**src/rtl/line_decoder8_pulse.sv**
```systemverilog
// Registered 3-to-8 active-low line decoder with a fixed-width output pulse and valid/ready intake.
// Optional feature macro: DECODER_RETRIGGER_EN (accept codes during PULSE to extend or preempt).
module line_decoder8_pulse #(
    parameter int unsigned PULSE_W = 4,
    parameter int unsigned CNT_W   = 8
) (
    input  logic       iClk,
    input  logic       iRst_L,
    input  logic [2:0] iY_L,
    input  logic       iYex_L,
    input  logic       iYs,
    input  logic       iValid,
    output logic       oReady,
    output logic [7:0] oI_L,
    output logic       oBusy,
    output logic       oNone,
    output logic       oErr
);
    typedef enum logic [1:0] {
        IDLE  = 2'd0,
        PULSE = 2'd1,
        GAP   = 2'd2
    } stateT;

    localparam logic [CNT_W-1:0] CNT_LOAD = CNT_W'(PULSE_W - 1);

    stateT            state, stateNxt;
    logic [CNT_W-1:0] cnt, cntNxt;
    logic [7:0]       lineNxt;
    logic             noneNxt, errNxt;
    logic             accept, isActive, isNone, isErr;
    logic [7:0]       decoded;

`ifdef DECODER_RETRIGGER_EN
    assign oReady = (state == IDLE) || (state == PULSE);
`else
    assign oReady = (state == IDLE);
`endif
    assign oBusy    = (state != IDLE);
    assign accept   = iValid & oReady;
    assign isActive = ~iYex_L &  iYs;
    assign isNone   =  iYex_L & ~iYs;
    assign isErr    = ~iYex_L & ~iYs;
    // Active-low code: inverted iY_L is the line index.
    assign decoded  = ~(8'd1 << (~iY_L));

    always_ff @(posedge iClk or negedge iRst_L) begin
        if (!iRst_L) begin
            state <= IDLE;
            cnt   <= '0;
            oI_L  <= 8'hFF;
            oNone <= 1'b0;
            oErr  <= 1'b0;
        end else begin
            state <= stateNxt;
            cnt   <= cntNxt;
            oI_L  <= lineNxt;
            oNone <= noneNxt;
            oErr  <= errNxt;
        end
    end

    always_comb begin
        stateNxt = state;
        cntNxt   = cnt;
        lineNxt  = oI_L;
        noneNxt  = accept & isNone;
        errNxt   = accept & isErr;
        case (state)
            IDLE: begin
                lineNxt = 8'hFF;
                if (accept && isActive) begin
                    lineNxt  = decoded;
                    cntNxt   = CNT_LOAD;
                    stateNxt = PULSE;
                end
            end
            PULSE: begin
                if (cnt == '0) begin
                    lineNxt  = 8'hFF;
                    stateNxt = GAP;
                end else begin
                    cntNxt = cnt - CNT_W'(1);
                end
`ifdef DECODER_RETRIGGER_EN
                // New active code overrides the countdown on the same edge.
                if (accept && isActive) begin
                    lineNxt  = decoded;
                    cntNxt   = CNT_LOAD;
                    stateNxt = PULSE;
                end
`endif
            end
            GAP: begin
                lineNxt  = 8'hFF;
                stateNxt = IDLE;
            end
            default: begin
                lineNxt  = 8'hFF;
                cntNxt   = '0;
                stateNxt = IDLE;
            end
        endcase
    end
endmodule

```
**config.mk**
```make
export PLATFORM = sky130hd
export DESIGN_NAME = line_decoder8_pulse
export DESIGN_NICKNAME = d
export VERILOG_FILES = /design/src/rtl/line_decoder8_pulse.sv
export SDC_FILE = /design/constraint.sdc
export NUM_CORES = 1
export LEC_CHECK = 0
export ABC_AREA = 1
export CORE_UTILIZATION = 45
export DETAILED_ROUTE_END_ITERATION = 10
export PLACE_DENSITY = 0.7
export SLEW_MARGIN = 20
export SYNTH_ARGS = -nofsm -noshare
export SYNTH_HDL_FRONTEND = slang
export SYNTH_SLANG_ARGS = --single-unit
```
**constraint.sdc**
```tcl
create_clock -name iClk -period 2.65 [get_ports iClk]
set_input_delay 0.53 -clock iClk [delete_from_list [all_inputs] [get_ports iClk]]
set_output_delay 0.53 -clock iClk [all_outputs]
set_load 0.01 [all_outputs]
```
=== Word-level counts from Yosys, hierarchy flattened ===
Cells that the tools add are included.
Widths: inputs -> output; s select.

* Register bits after elaboration: 20
* Latch bits: 0
* Bits in writable memories: 0
* ROM bits: 0
* Input port bits: 8
* Memories kept: 0

* Add/sub/neg operators: 1
* Multiply operators: 0
* Divide/modulo/power cells: 0
* $lt $le $gt $ge: 0
* Equal/unequal tests: 5
* Shifts and indexed selects: 1
* Multiplexer cells: 9
* Bitwise operators: 11
* Reduce and logical (&&, ||, !) cells: 6

{| class="wikitable"
|+ Operators by type and width
! kind !! count
|-
| $mux 8 || 4
|-
| $pmux 8 s3 || 1
|-
| $pmux 8 s2 || 1
|-
| $logic_not 8->1 || 1
|-
| $not 8->8 || 1
|-
| $shl 1x3->8 const A || 1
|-
| $sub 8x1->8 const B || 1
|-
| $and 1x1->1 || 6
|-
| $mux 2 || 2
|-
| $ne 2x2->1 const B || 2
|-
| $pmux 2 s2 || 1
|-
| $not 1->1 || 3
|-
| $not 3->3 || 1
|-
| $reduce_and 3->1 || 1
|-
| $eq 2x1->1 const B || 1
|-
| $eq 2x2->1 const B || 1
|-
| $logic_not 2->1 || 1
|-
| $ne 2x1->1 const B || 1
|-
| $reduce_and 2->1 || 1
|-
| $reduce_bool 2->1 || 1
|-
| $logic_and 1x1->1 || 1
|}

=== Longest topological paths before layout ===
* Depth after elaboration: 5
* Mapped depth: 9
* Depth with buffers taken out: 8

=== Worst setup path after synthesis ===
Ideal clock, no wire load.

* Path type: register -> register
* Start: register cnt[0]
* End: register cnt[0]
* Library setup time: 0.123 ns
* Arrival time: 1.354 ns
* Data required time: 2.527 ns
* Setup slack: 1.173 ns
* Stages on the path, launching flop included: 9
* Path buffers: 1
* Period minus slack after synthesis: 1.477 ns
* Path through: dfrtp_1 > inv_1 > ha_1 > nand2_2 > nor2_1 > nand4_2 > nand2_4 > buf_12 > o21ai_2

* Cells in the longest elaborated chain, start to end: 3
* Elaborated cells between the ends (all ways): 6
* Classes of those cells: add/sub (1); eq/ne (1); mux (2); reduce/logical (2)

{| class="wikitable"
|+ RTL lines
! what !! line !! source
|-
| start, declared || 28 || <nowiki>logic [CNT_W-1:0] cnt, cntNxt;</nowiki>
|-
| start signal, assigned || 56 || <nowiki>cnt <= cntNxt;</nowiki>
|-
| $sub 8x1->8 or $logic_not 8->1 (tied branches) || 83, 79 ||
|-
| $mux 8 or $ne 2x2->1 (tied branches) || -- ||
|-
| $pmux 8 s3 or $reduce_and 3->1 (tied branches) || -- ||
|}

Several ways; a longest one is shown, not always the timed one. The select of a mux whose other input is x is not followed.
A chain may end at the register's enable or synchronous reset.

=== Worst setup path after layout ===
* Start: register state[1]
* End: output port oReady

* Cells in the longest elaborated chain, start to end: 1

{| class="wikitable"
|+ RTL lines
! what !! line !! source
|-
| start, declared || 27 || <nowiki>stateT state, stateNxt;</nowiki>
|-
| start signal, assigned || 55 || <nowiki>state <= stateNxt;</nowiki>
|-
| $logic_not 2->1 || 37 || <nowiki>assign oReady = (state == IDLE);</nowiki>
|-
| end, declared || 13 || <nowiki>output logic oReady,</nowiki>
|}

Every way passes these cells.

==> flow_summary.toml <==
[status]
status = "finished clean"

[logic_synthesis]
synth_top_family_by_area = "simple AND/OR/NAND/NOR gates"
syn_inst = 126
synth-seq-cells = 20
synth_compound_area_share_pct = 10.3
ys_async_sr_fraction_pct = 100
yosys.area_share.simple_pct = 32.7
synth_ff_type = "dfrtp_1"
yosysTopAreaCell = "dfrtp_1"
syn_area_per_cell_um2 = 8.57
synth_xor_area_share_pct = 0.811
synth-warning-count = 0
synth_fa_ha_area_share_pct = 1.16
synth_nets = 135
ys_top_cells_by_area = "dfrtp_1 (28%), dfstp_2 (19%), nand2_1 (7.0%), nor2_1 (7.0%), nand3_1 (6.5%)"
syn_area_mm2 = 0.00108
synth_edf_count = 0
netlist_top_cells_count = "nand2_1 (20), nor2_1 (20), inv_1 (14), nand3_1 (14), dfrtp_1 (12)"
synth.area.mux_share_pct = 0
ys_seq_area_share_pct = 47.3
netlist.area_leader.share_pct = 27.8
synth.distinct_cells = 22

[timing]
rsz0062_at_grt = "no"
max_freq_mhz = 482
finalSetupTns_ns = 0
fin_hold_ws_ns = 0.514
slew_headroom_pct = 82.6
finalHoldViolCount = 0
tightest_slew_ns = 0.259
finalCritPeriodShare_pct = 78.3
fin_worst_skew_ns = 0.0142
finalCriticalPeriod_ns = 2.07
finalMaxSlewViolations = 0
setup_viol = 0

[floorplanning]
ios = 20
die_area_mm2 = 0.00260
start_util_pct = 48.3
fp-row-count = 17
fp.coreArea_mm2 = 0.00223
die_w_um = 51.0
die_y_um = 51.0

[final_layout]
fillerInstances = 217
antenna_cells = 0
fin_util_pct = 60.2
ff_latch_area_um2 = 510
layout.nets = 159
drive_above_1_share_pct = 23.5
area_growth_pct = 24.6
multi_input_area_um2 = 485

[clocking]
cts_setup_buffers = 0
cts.path.max_buffers = 2
hold_buffers = 0
cts_resized = 0
numClockSinks = 20
numCtsBuffers = 3
root_buffer = "clkbuf_4"
cts_tree = "built"
htreeDepth = 1
clk_pin_slew_ns = 0.12
insertion_delay_ns = 0.31

[global_routing]
gr-total-overflow = 0
grt_use_total_pct = 18.2
grt_start_max_net_pins = 21
grt_pass1_vias = 826
grt_pass1_wl_mm = 3.49
antenna_found_initial = 0

[routing]
num_vias = 854
viasPerCell = 4.82
remaining_drc_errors = 0
routed_wl_mm = 2.04
drtPass1Iterations = 4
dr.first_iter.drc_count = 17
ant_nets = 0
avgRoutedWirePerCell_um = 11.5

[placement]
dpl.hpwl_mm = 1.48
gp_routability_congestion = 0.837
io_buffer_count = 19

[job]
max_cap_violations = 0

[worst_setup_path]
crit_buf_inv = 1
path_max_fanout = 4
critPathTopFamily = "buffers and inverters"
reg2reg_slack_ns = 0.95
required_ns = 2.12
arrival_ns = 1.54
cpPeakStageDelay_ns = 0.58
worstSetupPathType = "reg2out"
cp_slowest_cell = "clkdlybuf4s50_1"
crit_chain = "nor2_2 > clkdlybuf4s50_1"
cp-end-kind = "primary output"
startpoint_type = "flip-flop"

[power_and_ir_drop]
p_leak_nw = 0.592
ir_worst_vdd_v = 0.000689
p_per_area_mw_per_mm2 = 1010

[hold_path]
min_path_type = "reg2reg"
[logic make-up (layout without fill, tap and decap cells)]
| kind of cell | Yosys count | in the layout |
|---|---|---|
| and+or+nand+nor | 71 | 71 |
| DFF | 20 | 20 |
| buffers and inverters | 18 | 41 |
| AOI/OAI and AO/OA | 15 | 15 |
| adders and majority gates | 1 | 1 |
| xor gates and xnor gates | 1 | 1 |
[state kept, by name, summed over array words and instances, names as in the netlist]
signal / count
cnt: 8
oI_L: 8
state: 2
oErr: 1
oNone: 1
[path summary, 6_finish.rpt]
check / start / to / cells after the start
max in group asynchronous: iRst_L / oI_L[2] / 2
setup reg to reg: cnt[0] / cnt[1] / 8
hold reg to reg: oI_L[4] / oI_L[4] / 2
min in group asynchronous: iRst_L / cnt[5] / 2
hold / removal: oI_L[4] / oI_L[4] / 2
setup / recovery: state[1] / oReady / 2
[worst register-to-register path, stage by stage (launching register included)]
cell and delay [ns]:
dfrtp_1 0.42, inv_1 0.14, ha_1 0.26, nand2_2 0.08, nor2_1 0.19, nand4_2 0.16, nand2_4 0.24, nand2_1 0.10
o21ai_2 0.06
[layout make-up]
class                   count  share of cell area (%)
clock buffers               3                    1.67
clock inverters             1                    2.23
inverters                  17                    4.74
multi-input cells          88                    36.1
flip-flops and latches     20                    38.0
well taps                  28                    2.60
repair buffers             20                    14.7
[layout by cell type, fill, tap and decap left out]
master / synthesis / final
o21ai_1: 1 / 1
bufinv_16: 0 / 1
o21ai_0: 3 / 3
o21ai_2: 7 / 7
nor2_4: 1 / 1
nor3_1: 4 / 4
nand3_1: 14 / 14
nand2_2: 7 / 7
dfstp_2: 8 / 8
clkbuf_4: 0 / 3
nand2_1: 20 / 20
inv_1: 14 / 14
clkdlybuf4s50_1: 0 / 19
nand4_4: 1 / 1
inv_2: 3 / 3
o21a_1: 4 / 4
dfrtp_1: 12 / 12
nand4_2: 1 / 1
nor2_2: 1 / 1
ha_1: 1 / 1
nor2_1: 20 / 20
nand2_4: 1 / 1
buf_4: 0 / 1
nand4_1: 1 / 1
xor2_1: 1 / 1
[metrics by stage]
stage | worst slack, ns | cell area (um^2) | power (mW) | instances
after floorplan | 1.17 | 1080 | 0.987 | 126
after global placement | 0.897 | 1290 | 1.09 | 173
after detailed placement | 0.865 | 1290 | 1.11 | 173
after CTS | 0.554 | 1350 | 1.37 | 177
after global routing | 0.500 | 1350 | 1.47 | 177
final | 0.575 | 1350 | 1.36 | 177
[routing by layer]
layer	vias to the layer above	GRT usage [%]	wire length [um]
li1	449	-	-
met1	389	23.0	1030
met2	16	29.6	914
met3	0	3.57	94
met4	0	8.33	0
met5	-	0	0
[report_power, final]
group / internal [mW] / switching [mW]
Sequential: 0.381 / 0.0934
Clock: 0.153 / 0.0971
Combinational: 0.239 / 0.393
Power figures use the tool's default switching activity.
